## config.mk

```make
export PLATFORM = sky130hd
export DESIGN_NAME = pwm_duty_ramp_ctrl_flat
export DESIGN_NICKNAME = d
export VERILOG_FILES = /design/src/rtl/pwm_duty_ramp_ctrl_if.sv /design/src/rtl/pwm_duty_ramp_ctrl.sv /design/src/flat_wrapper.sv
export SDC_FILE = /design/constraint.sdc
export NUM_CORES = 1
export LEC_CHECK = 0
export CORE_UTILIZATION = 40
export CTS_CLUSTER_DIAMETER = 100
export DETAILED_ROUTE_END_ITERATION = 6
export GPL_TIMING_DRIVEN = 0
export PLACE_DENSITY = 0.69
export SYNTH_ARGS = -nofsm -noshare
export SYNTH_HDL_FRONTEND = slang
export SYNTH_SLANG_ARGS = --single-unit
```

## constraint.sdc

```tcl
create_clock -name clock -period 8.7 [get_ports clock]
set_input_delay 1.305 -clock clock [delete_from_list [all_inputs] [get_ports clock]]
set_output_delay 1.305 -clock clock [all_outputs]
set_load 0.02 [all_outputs]
```

## src/rtl/pwm_duty_ramp_ctrl_if.sv

```systemverilog
`default_nettype none
// ============================================================================
//  Module   : pwm_duty_ramp_ctrl_if
//  Brief    : Target-duty request channel (valid/ready) for pwm_duty_ramp_ctrl.
//             The master offers a target duty, step and divider; the slave
//             (the ramp controller) returns ready.
//  Revision : 1.0 - initial release
// ============================================================================
interface pwm_duty_ramp_ctrl_if #(
    parameter int DUTY_W = 7,
    parameter int DIV_W  = 16
);
    logic              io_tgt_valid;
    logic              io_tgt_ready;
    logic [DUTY_W-1:0] io_tgt_duty;
    logic [DUTY_W-1:0] io_step;
    logic [DIV_W-1:0]  io_div;

    modport master (
        output io_tgt_valid,
        output io_tgt_duty,
        output io_step,
        output io_div,
        input  io_tgt_ready
    );

    modport slave (
        input  io_tgt_valid,
        input  io_tgt_duty,
        input  io_step,
        input  io_div,
        output io_tgt_ready
    );
endinterface
`default_nettype wire

```

## src/rtl/pwm_duty_ramp_ctrl.sv

```systemverilog
`default_nettype none
// ============================================================================
//  Module   : pwm_duty_ramp_ctrl
//  Brief    : Duty-cycle sequencer for the ModPWMCore PWM core. Accepts a
//             target duty and slews the applied duty toward it by a
//             programmable step, changing it only on PWM period boundaries.
//  Options  : PWM_RAMP_RETARGET_EN - accept a new target while ramping.
//  Revision : 1.0 - initial release
// ============================================================================
module pwm_duty_ramp_ctrl #(
    parameter int DUTY_W = 7,
    parameter int PERIOD = 100,
    parameter int DIV_W  = 16
) (
    input  wire logic              clock,
    input  wire logic              reset,          // synchronous, active-low
    pwm_duty_ramp_ctrl_if.slave    tgt_if,
    output logic [DUTY_W-1:0]      io_dutyCycle,
    output logic                   io_period_start,
    output logic                   io_busy,
    output logic                   io_done
);

    localparam int                c_CNT_W    = (PERIOD > 1) ? $clog2(PERIOD) : 1;
    localparam logic [c_CNT_W-1:0] c_CNT_LAST = c_CNT_W'(PERIOD - 1);
    localparam logic [DUTY_W:0]   c_PERIOD_X = (DUTY_W + 1)'(PERIOD);
    localparam logic [DUTY_W-1:0] c_PERIOD_D = DUTY_W'(PERIOD);

    typedef enum logic [1:0] {
        ST_IDLE = 2'd0,
        ST_RAMP = 2'd1,
        ST_DONE = 2'd2
    } state_t;

    state_t             state_q, state_d;
    logic               run_q;
    logic [c_CNT_W-1:0] cnt_q, cnt_d;
    logic               period_start_q;
    logic [DUTY_W-1:0]  duty_q, duty_d;
    logic [DUTY_W-1:0]  tgt_q, tgt_d;
    logic [DUTY_W-1:0]  step_q, step_d;
    logic [DIV_W-1:0]   div_q, div_d;
    logic [DIV_W-1:0]   divcnt_q, divcnt_d;

    logic               w_boundary;
    logic               w_ready;
    logic [DUTY_W-1:0]  w_req_tgt;
    logic [DUTY_W-1:0]  w_req_step;
    logic [DIV_W-1:0]   w_req_div;
    logic               w_up;
    logic [DUTY_W:0]    w_dist;
    logic [DUTY_W-1:0]  w_delta;
    logic [DUTY_W-1:0]  w_duty_step;

    // Period counter next value; it holds at 0 for the first cycle after
    // reset release so that cycle is the first period start.
    always_comb begin
        cnt_d = '0;
        if (run_q && (cnt_q != c_CNT_LAST)) begin
            cnt_d = cnt_q + c_CNT_W'(1);
        end
    end

    assign w_boundary = (cnt_d == '0);

    // Period counter and registered period-start flag.
    always_ff @(posedge clock) begin
        if (!reset) begin
            run_q          <= 1'b0;
            cnt_q          <= '0;
            period_start_q <= 1'b0;
        end else begin
            run_q          <= 1'b1;
            cnt_q          <= cnt_d;
            period_start_q <= w_boundary;
        end
    end

    // Request normalisation: saturate target, treat zero step/divider as 1.
    assign w_req_tgt  = ({1'b0, tgt_if.io_tgt_duty} > c_PERIOD_X) ? c_PERIOD_D
                                                                  : tgt_if.io_tgt_duty;
    assign w_req_step = (tgt_if.io_step == '0) ? DUTY_W'(1) : tgt_if.io_step;
    assign w_req_div  = (tgt_if.io_div == '0)  ? DIV_W'(1)  : tgt_if.io_div;

    // Next ramp value: move by min(step, distance) so the target is never overshot.
    assign w_up        = (tgt_q > duty_q);
    assign w_dist      = w_up ? ({1'b0, tgt_q} - {1'b0, duty_q})
                              : ({1'b0, duty_q} - {1'b0, tgt_q});
    assign w_delta     = ({1'b0, step_q} < w_dist) ? step_q : w_dist[DUTY_W-1:0];
    assign w_duty_step = w_up ? (duty_q + w_delta) : (duty_q - w_delta);

    // FSM state register.
    always_ff @(posedge clock) begin
        if (!reset) begin
            state_q <= ST_IDLE;
        end else begin
            state_q <= state_d;
        end
    end

    // FSM next-state, handshake and ramp datapath decisions.
    always_comb begin
        state_d  = state_q;
        duty_d   = duty_q;
        tgt_d    = tgt_q;
        step_d   = step_q;
        div_d    = div_q;
        divcnt_d = divcnt_q;
        w_ready  = 1'b0;
        io_busy  = 1'b0;
        io_done  = 1'b0;
        case (state_q)
            ST_IDLE: begin
                w_ready = 1'b1;
                if (tgt_if.io_tgt_valid) begin
                    tgt_d    = w_req_tgt;
                    step_d   = w_req_step;
                    div_d    = w_req_div;
                    divcnt_d = w_req_div - DIV_W'(1);
                    state_d  = (w_req_tgt == duty_q) ? ST_DONE : ST_RAMP;
                end
            end
            ST_RAMP: begin
                io_busy = 1'b1;
`ifdef PWM_RAMP_RETARGET_EN
                w_ready = 1'b1;
                // A new request overrides any update due this cycle.
                if (tgt_if.io_tgt_valid) begin
                    tgt_d    = w_req_tgt;
                    step_d   = w_req_step;
                    div_d    = w_req_div;
                    divcnt_d = w_req_div - DIV_W'(1);
                    if (w_req_tgt == duty_q) begin
                        state_d = ST_DONE;
                    end
                end else
`endif
                if (w_boundary) begin
                    if (divcnt_q != '0) begin
                        divcnt_d = divcnt_q - DIV_W'(1);
                    end else begin
                        divcnt_d = div_q - DIV_W'(1);
                        duty_d   = w_duty_step;
                        if (w_duty_step == tgt_q) begin
                            state_d = ST_DONE;
                        end
                    end
                end
            end
            ST_DONE: begin
                io_done = 1'b1;
                state_d = ST_IDLE;
            end
            default: begin
                state_d = ST_IDLE;
            end
        endcase
    end

    // Ramp datapath registers.
    always_ff @(posedge clock) begin
        if (!reset) begin
            duty_q   <= '0;
            tgt_q    <= '0;
            step_q   <= '0;
            div_q    <= '0;
            divcnt_q <= '0;
        end else begin
            duty_q   <= duty_d;
            tgt_q    <= tgt_d;
            step_q   <= step_d;
            div_q    <= div_d;
            divcnt_q <= divcnt_d;
        end
    end

    assign tgt_if.io_tgt_ready = w_ready;
    assign io_dutyCycle        = duty_q;
    assign io_period_start     = period_start_q;

endmodule
`default_nettype wire

```

## src/flat_wrapper.sv

```systemverilog
// flat-port wrapper written by rule: the top's interface ports become plain ports
module pwm_duty_ramp_ctrl_flat 
#(
    parameter int DUTY_W = 7,
    parameter int PERIOD = 100,
    parameter int DIV_W  = 16
)
  (clock, reset, io_dutyCycle, io_period_start, io_busy, io_done, tgt_if_io_tgt_valid, tgt_if_io_tgt_duty, tgt_if_io_step, tgt_if_io_div, tgt_if_io_tgt_ready);
  pwm_duty_ramp_ctrl_if #(.DUTY_W(DUTY_W), .DIV_W(DIV_W)) tgt_if_i ();
  input  wire logic clock;
  input  wire logic reset;
  output logic [DUTY_W-1:0] io_dutyCycle;
  output logic io_period_start;
  output logic io_busy;
  output logic io_done;
  input wire logic [$bits(tgt_if_i.io_tgt_valid)-1:0] tgt_if_io_tgt_valid;
  input wire logic [$bits(tgt_if_i.io_tgt_duty)-1:0] tgt_if_io_tgt_duty;
  input wire logic [$bits(tgt_if_i.io_step)-1:0] tgt_if_io_step;
  input wire logic [$bits(tgt_if_i.io_div)-1:0] tgt_if_io_div;
  output wire logic [$bits(tgt_if_i.io_tgt_ready)-1:0] tgt_if_io_tgt_ready;
  assign tgt_if_i.io_tgt_valid = tgt_if_io_tgt_valid;
  assign tgt_if_i.io_tgt_duty = tgt_if_io_tgt_duty;
  assign tgt_if_i.io_step = tgt_if_io_step;
  assign tgt_if_i.io_div = tgt_if_io_div;
  assign tgt_if_io_tgt_ready = tgt_if_i.io_tgt_ready;
  pwm_duty_ramp_ctrl #(.DUTY_W(DUTY_W), .PERIOD(PERIOD), .DIV_W(DIV_W)) u_core (.clock(clock), .reset(reset), .tgt_if(tgt_if_i), .io_dutyCycle(io_dutyCycle), .io_period_start(io_period_start), .io_busy(io_busy), .io_done(io_done));
endmodule
```

* Word level (Yosys, flattened, before mapping)
Cells that the tools add are included.
** Cells by class
- Muxes and demuxes :: 21
- Reductions and logical operators :: 11
- Add/subtract/negate cells :: 8
- Bitwise operators :: 1
- $lt $le $gt $ge :: 3
- Eq/ne operators :: 9
** Operator list (number)
- 16-bit two-way mux :: 4
- 16-bit by 1-bit subtractor with 16-bit output (second input constant) :: 3
- 7-bit two-way mux :: 5
- 16-bit one-hot mux with 2 select lines :: 1
- 16-bit zero test :: 1
- 16-bit nonzero test :: 1
- 7-bit by 7-bit subtractor with 8-bit output :: 2
- 7-bit == test :: 2
- 7-bit zero test :: 2
- 2-bit two-way mux :: 5
- 7-bit by 8-bit less-than comparator with 1-bit output :: 1
- 8-bit two-way mux :: 1
- 7-bit by 1-bit adder with 7-bit output (second input constant) :: 1
- 7-bit adder :: 1
- 7-bit greater-than comparator :: 1
- 7-bit greater-than comparator (second input constant) :: 1
- 7-bit inequality test (second input constant) :: 1
- 7-bit subtractor :: 1
- 3-bit AND reduction :: 2
- 1-bit two-way mux :: 4
- 2-bit by 1-bit inequality test with 1-bit output (second input constant) :: 2
- 2-bit inequality test (second input constant) :: 2
- 2-bit one-hot mux with 2 select lines :: 1
- 4-bit AND reduction :: 1
- other kinds (7) :: 7
** Storage, ports and cells
- Word-level logic and storage cells :: 62
- Bits of input ports :: 33
- Output and inout port bits :: 11
- Bits in registers :: 64

* Logic depth before layout (Yosys ltp)
Gate-level depths: netlist (run 1).
- Depth after elaboration :: 11
- Gate-level depth with buffers :: 34

* Worst setup path before layout (run 1)
OpenSTA, ideal clock, no wires.
- Path type :: reg-to-reg
- From :: register u_core.duty_q[1], in the netlist u_core.io_dutyCycle[1]
- To :: register u_core.state_q[1]
- Cell stages (with the launch flop) :: 33
- Setup time :: 0.063 ns
- Required time :: 8.637 ns
- Data arrival time :: 6.546 ns
- Period minus slack after synthesis :: 6.609 ns
- Slack :: 2.091 ns
- Path through :: dfxtp_1 inv_1 ha_1 nand3_1 or2_1 buf_4 and3_1 a2111oi_2 a311oi_2 nand3_2 ha_1 a21oi_1 nor2b_1 nor3_1 o211ai_4 and2_4 buf_6 a21oi_2 inv_1 ha_1 mux2i_1 inv_1 fa_1 nor2b_1 o21ai_0 a21boi_0 nor2_1 xnor2_1 or4_1 a211oi_1 nand3_1 or3_1 nand3_1
** On the way
- Cells in the longest elaborated chain, start to end :: 9
** RTL lines
- start: declaration :: line pwm_duty_ramp_ctrl.sv:39 : logic [DUTY_W-1:0] duty_q, duty_d;
- start signal: assignment :: line pwm_duty_ramp_ctrl.sv:169 : duty_q <= duty_d;
- 7-bit by 7-bit subtractor with 8-bit output (tied with other cells) :: line pwm_duty_ramp_ctrl.sv:88 : : ({1'b0, duty_q} - {1'b0, tgt_q});
- 8-bit two-way mux :: line pwm_duty_ramp_ctrl.sv:87 : assign w_dist = w_up ? ({1'b0, tgt_q} - {1'b0, duty_q})
- 7-bit by 8-bit less-than comparator with 1-bit output :: line pwm_duty_ramp_ctrl.sv:89 : assign w_delta = ({1'b0, step_q} < w_dist) ? step_q : w_dist[DUTY_W-1:0];
- 7-bit two-way mux :: line pwm_duty_ramp_ctrl.sv:89
- 7-bit subtractor or 7-bit adder (tied branches) :: line pwm_duty_ramp_ctrl.sv:90 : assign w_duty_step = w_up ? (duty_q + w_delta) : (duty_q - w_delta);
- 7-bit two-way mux :: line pwm_duty_ramp_ctrl.sv:90
- 7-bit == test :: line pwm_duty_ramp_ctrl.sv:144 : if (w_duty_step == tgt_q) begin
- 2-bit by 1-bit inequality test with 1-bit output (no line)
- 4-bit AND reduction (no line)
- end signal: assignment :: line pwm_duty_ramp_ctrl.sv:97 : state_q <= state_d;
- end: declaration :: line pwm_duty_ramp_ctrl.sv:35 : state_t state_q, state_d;
Several ways; a longest one is shown, not always the timed one. The select of a mux whose other input is x is not followed.
A chain may end at the register's enable or synchronous reset.

* Worst setup path in the final report (run 1)
- From :: register u_core.duty_q[2], in the netlist u_core.io_dutyCycle[2]
- To :: register u_core.state_q[1]
The elaborated chain is that of the path after synthesis.

==> results.toml, run 1 <==
[placed_design]
io_buffers = 43
place_inst = 798
post-place-ws_ns = 0.993
gp_congestion = 0.904
hpwl_um = 10700

[detailed_routing]
drc = 3
wire_per_inst_um = 17.0
vias = 4718
vias_per_cell = 5.80
drt_first_pass_iters = 7
wl_um = 13800
drtIter0Drc = 330
ant_nets = 0

[die]
die_y_um = 112
boundaryPins = 44
rows = 39
die_x_um = 112
initial_core_util = 0.418
dieArea_sq_mm = 0.0126
fp.coreArea_sq_mm = 0.0116

[global_route]
grt_antenna_before_repair = 0
grt_pass1_vias = 4743
grtUsageTotal = 0.233
overflow = 0
grt_max_degree = 13
grt_pass1_wl_um = 23200

[sta]
final.setup.worst_slack_ns = 0.910
slew_headroom = 0.404
fin_crit_sh = 0.895
rsz0062_at_grt = "no"
finalSetupViolCount = 0
hold_viol_final = 0
maxSlewViolCount = 0
tns_ns = 0
max_freq_mhz = 128
worst_slew_pin_slew_ns = 0.881
clock-skew-final_ns = 0.0107
fin_crit_ns = 7.79
hold_ws_ns = 0.458

[pwr]
ir_drop_mv = 0.176
power_uw = 2010
power_density_mw_per_mm2 = 345
leakagePower_uw = 0.00222

[setup_path]
cp_slowest_cell = "or4_1"
crit_type = "flop to flop"
worstPathArrival_ns = 8.07
crit_path_max_fanout = 10
slowest_delay_ns = 0.53
cp-start-kind = "flop"
cpMostUsedCell = "inv_1"
cp-end-kind = "flop"
cp.required_ns = 8.98

[yosys]
synth_top_flop_cell = "dfxtp_1"
yosysUniqueCellTypes = 85
synth_edf_count = 0
netlist_instances = 612
async_flop_share = 0
ys_warn_count = 0
ys_seq_area_frac = 0.264
ys_ff_latch = 64
synth_area_per_cell_sq_um = 7.93
synthesis.nets = 675
syn-cell-area_sq_mm = 0.00485

[layout]
layout_common_cells = "nand2_1 (86), dfxtp_1 (64), nor2_1 (58)"
n_antenna_cell = 0
drive_above_1_share = 0.0924
seq_area_sq_mm = 0.00128
syn2layout_area_growth_pct = 19.8
multi_input_area_sq_mm = 0.00327
final_common_cell = "nand2_1"
fin_cells = 814
fin_nets = 729
fillers = 1118

[clocking]
clock_latency_ns = 0.35
path_clk_slew_ns = 0.06
cts.sinks = 64
holdBufCountCts = 0
cts_tree = "built"
cts_setup_buffers = 0
clock-root-buffer = "clkbuf_16"
clock_path_buffers = 2
cts_buffers = 9
h-tree-depth = 3
cts_resized = 0

[outcome]
status = "finished with violations"
violations = "design-rule violations"

[flow_run]
cap_violations = 0

[hold_path]
hp-class = "flop to flop"
[per-layer routing]
layer | GRT usage | vias up | wire length (um)
met2 | 0.408 | 147 | 6900
met1 | 0.279 | 2223 | 5860
met3 | 0.0362 | 30 | 647
met5 | 0 | - | 0
met4 | 0.115 | 0 | 436
li1 | - | 2318 | -
[layout make-up]
class	instances	share of cell area
Inverter	37	0.0239
Sequential cell	64	0.220
Multi-Input combinational cell	484	0.562
Clock inverter	6	0.0198
Timing Repair Buffer	43	0.0740
Buffer	27	0.0280
Clock buffer	10	0.0411
Tap cell	143	0.0308
[sequential cells by signal (all words and copies together), names as in the netlist]
signal                  count
u_core.cnt_q                7
u_core.state_q              2
u_core.io_dutyCycle         7
u_core.io_period_start      1
u_core.run_q                1
u_core.div_q               16
u_core.tgt_q                7
u_core.divcnt_q            16
u_core.step_q               7
[worst max-delay path, delay by kind of cell, from the launching register on]
kind	cells	cell delay, ns
and+or+nand+nor	10	2.22
DFF	1	0.52
muxes	1	0.23
xor gates and xnor gates	2	0.36
buffers and inverters	7	0.87
adders and majority gates	4	1.49
AOI/OAI and AO/OA	9	2.03
[synth_stat cells (all sizes together), types with 4 or more instances]
library cell   n  area, sq um
nand2         86          323
dfxtp         64         1280
nor2          59          224
a21oi         56          307
inv           37          139
ha            27          338
nand3         26          145
o21ai         23          130
xnor2         21          191
mux2i         20          200
clkbuf        18         77.6
xor2          15          131
nand4         12         81.3
a222oi        11          110
nor4          11         68.8
nor3          10         55.1
buf            9         85.1
nor2b          8         50.1
a211oi         7         52.6
and2           7         47.6
and3           7         55.1
a31oi          6         37.5
a21o           5         37.5
or3            5         31.3
nand2b         4         25.0
[stage by stage]
step | utilization | instance area (sq um)
5_1_grt | 0.501 | 5820
4_1_cts | 0.501 | 5820
3_3_place_gp | 0.470 | 5460
2_1_floorplan | - | 4850
3_5_place_dp | 0.470 | 5460
6_report | 0.501 | 5820
[cells by family after synthesis]
family                   count (synthesis)  synth area share
flip-flops                              64             0.264
multiplexers                            22            0.0474
AO/OA/AOI/OAI                          150             0.230
XOR/XNOR                                37            0.0711
buffers and inverters                   64            0.0621
AND/OR/NAND/NOR                        245             0.243
adder cells (fa/ha/maj)                 30            0.0820
[worst paths after layout]
path	startpoint	to	slack, ns	depth (start not counted)
max	u_core.io_dutyCycle[2]$_SDFFE_PN0P_	u_core.state_q[1]$_SDFFE_PN0P_	0.91	33
min	u_core.div_q[15]$_SDFFE_PN0P_	u_core.div_q[15]$_SDFFE_PN0P_	0.46	2
max reg2reg	u_core.io_dutyCycle[2]$_SDFFE_PN0P_	u_core.state_q[1]$_SDFFE_PN0P_	0.91	33
min reg2reg	u_core.div_q[15]$_SDFFE_PN0P_	u_core.div_q[15]$_SDFFE_PN0P_	0.46	2
[where the power goes]
part | leakage [uW] | switching [uW] | internal (uW)
Sequential | 0.000524 | 34.9 | 328
Combinational | 0.00153 | 685 | 526
Clock | 0.000169 | 142 | 289
Total | 0.00222 | 862 | 1140
Note: power is estimated with default switching activity, not from simulation.
==> run 2, diff against run 1 <==
- SKIP_LAST_GASP: default -> 1
- clock period: 8.7 -> 8.61 ns (I/O delays scaled with it)
==> results of run 2 <==
Same layout as run 1 (identical final DEF). Status: finished with violations: design-rule violations.
Among the figures that moved: setup slack after placement 0.993 ns -> 0.903 ns; setup slack after layout 0.910 ns -> 0.820 ns; register-to-register setup slack 0.91 ns -> 0.82 ns; total power 2010 uW -> 2030 uW; worst IR drop on VDD 0.176 mV -> 0.178 mV
==> run 3, diff against run 2 <==
- PLACE_DENSITY: 0.69 -> default
==> run 3 against run 2 <==
  * The run still ends with design-rule violations left
  * Non-clock buffer count did not move
  * Critical path depth did not move
  * Die area did not move
  * First-iteration DRC count fell by 8.8%
  * Register-to-register slack improved by 0.05 ns
  * Combinational power barely moved
  * Power fell by 5.7%
  * Sequential share of layout area rose by 0.38 points
  * Fmax rose by 0.63%
  * Cell count fell by 0.25%
  * Critical path type unchanged
  * Highest routed layer unchanged
==> results.toml, run 3 (synthesis gave the netlist of run 1 again) <==
[outcome]
status = "finished with violations"
violations = "design-rule violations"

[setup_path]
critPathBufInv = 7
cp-start-kind = "flop"
r2r-end = "u_core.state_q[1]$_SDFFE_PN0P_"
cp-end-kind = "flop"
crit_path_max_fanout = 10
worstPathArrival_ns = 8.02
r2r-start = "u_core.io_dutyCycle[2]$_SDFFE_PN0P_"
r2r_setup_slack_ns = 0.87
crit_type = "flop to flop"
crit_family = "simple AND/OR/NAND/NOR gates"
cp.required_ns = 8.89
cp_slowest_cell = "dfxtp_1"
crit_path_start = "u_core.io_dutyCycle[2]$_SDFFE_PN0P_"
cpMostUsedCell = "inv_1"
r2r_cells = 33
slowest_delay_ns = 0.55

[global_route]
grt_max_degree = 11
grt_antenna_before_repair = 0
grtUsageTotal = 0.231
grt_pass1_vias = 4593
overflow = 0
grt_pass1_wl_um = 22800

[layout]
n_antenna_cell = 0
multi_input_area_sq_mm = 0.00327
fillers = 1171
top_regs = "u_core.div_q: 16 flops, u_core.divcnt_q: 16 flops"
drive_above_1_share = 0.0852
final_common_cell = "nand2_1"
layout_common_cells = "nand2_1 (86), dfxtp_1 (64), nor2_1 (58)"
syn2layout_area_growth_pct = 17.8
fin_cells = 812
fin_nets = 729
seq_area_sq_mm = 0.00128

[pwr]
p_sw_frac = 0.444
ir_drop_mv = 0.136
power_switching_uw = 849
power_density_mw_per_mm2 = 334
pwr-share-seq = 0.192
p_int_uw = 1060
combPwrFrac = 0.638
p_clk_frac = 0.171
power_uw = 1910
leakagePower_uw = 0.00218

[detailed_routing]
drt_first_pass_iters = 6
vias_per_cell = 5.67
vias = 4602
drc = 4
wl_um = 13700
drtIter0Drc = 301
wire_per_inst_um = 16.9
ant_nets = 0

[die]
dieArea_sq_mm = 0.0126
boundaryPins = 44
die_x_um = 112
fp.coreArea_sq_mm = 0.0116
initial_core_util = 0.418
die_y_um = 112
rows = 39

[sta]
worst_slew_pin_slew_ns = 0.796
clock-skew-final_ns = 0.00703
tns_ns = 0
rsz0062_at_grt = "no"
hold_viol_final = 0
finalSetupViolCount = 0
slew_headroom = 0.461
max_freq_mhz = 129
fin_crit_sh = 0.899
hold_ws_ns = 0.456
fin_crit_ns = 7.74
maxSlewViolCount = 0

[placed_design]
place_inst = 798
gp_congestion = 0.879
io_buffers = 43
hpwl_um = 10500

[clocking]
cts.sinks = 64
cts_setup_buffers = 0
clock_latency_ns = 0.34
cts_buffers = 9
h-tree-depth = 3
holdBufCountCts = 0
clock-root-buffer = "clkbuf_16"
cts_resized = 0
path_clk_slew_ns = 0.05
clock_path_buffers = 2
cts_tree = "built"

[hold_path]
holdPathStages = 2
hp-class = "flop to flop"
worst_hold_path.endpoint = "u_core.div_q[15]$_SDFFE_PN0P_"
hp-start = "u_core.div_q[15]$_SDFFE_PN0P_"

[flow_run]
cap_violations = 0
==> run 3: cell count changes in the layout (fill, tap and decap cells not counted), sizes merged <==
cell      previous run  this run
clkinvlp             1         0
bufinv               3         0
clkbuf              28        31
inv                 38        37
==> run 3: tightest hold or removal path, delay by kind of cell, from the launching register on <==
kind | cells | cell delay, ns
and+or+nand+nor | 1 | 0.05
DFF | 1 | 0.30
AOI/OAI and AO/OA | 1 | 0.05
==> run 3: worst max path at each step <==
stage                                           endpoint  slack, ns  cells past startpoint
final                     u_core.state_q[1]$_SDFFE_PN0P_       0.87                     33
after global routing      u_core.state_q[1]$_SDFFE_PN0P_       0.42                     31
after CTS                 u_core.state_q[1]$_SDFFE_PN0P_       0.96                     33
after detailed placement  u_core.state_q[1]$_SDFFE_PN0P_       1.02                     33
after global placement    u_core.state_q[1]$_SDFFE_PN0P_       1.07                     33
after floorplan           u_core.state_q[1]$_SDFFE_PN0P_       2.00                     32
==> run 3: power by group through the flow <==
stage	sequential [uW]	combinational [uW]	clock, uW
3_5_place_dp	371	1200	0
2_1_floorplan	363	951	0
3_3_place_gp	370	1180	0
6_report	366	1220	326
4_1_cts	365	1210	333
5_1_grt	371	1330	346
==> run 3: metrics by stage <==
stage,utilization,setup slack (ns),area (sq um)
floorplan,-,2.00,4850
global placement,0.470,1.07,5460
detailed placement,0.470,1.02,5460
CTS,0.492,0.959,5720
global route,0.492,0.424,5720
finish,0.492,0.869,5720
==> run 3: routing by layer <==
metal  share of wire  track usage  vias up
met3           0.042       0.0400       18
met1            0.46        0.292     2161
li1                -            -     2308
met5               0            0        -
met2            0.48        0.396      115
met4           0.016       0.0818        0
==> run 3: cell type report <==
type                       instances  area share
buffer                            27      0.0284
clock buffer                      13      0.0438
clock inverter                     1    0.000875
inverter                          37      0.0243
multi-input combinational        484       0.572
sequential                        64       0.224
tap                              143      0.0313
timing repair buffer              43      0.0753
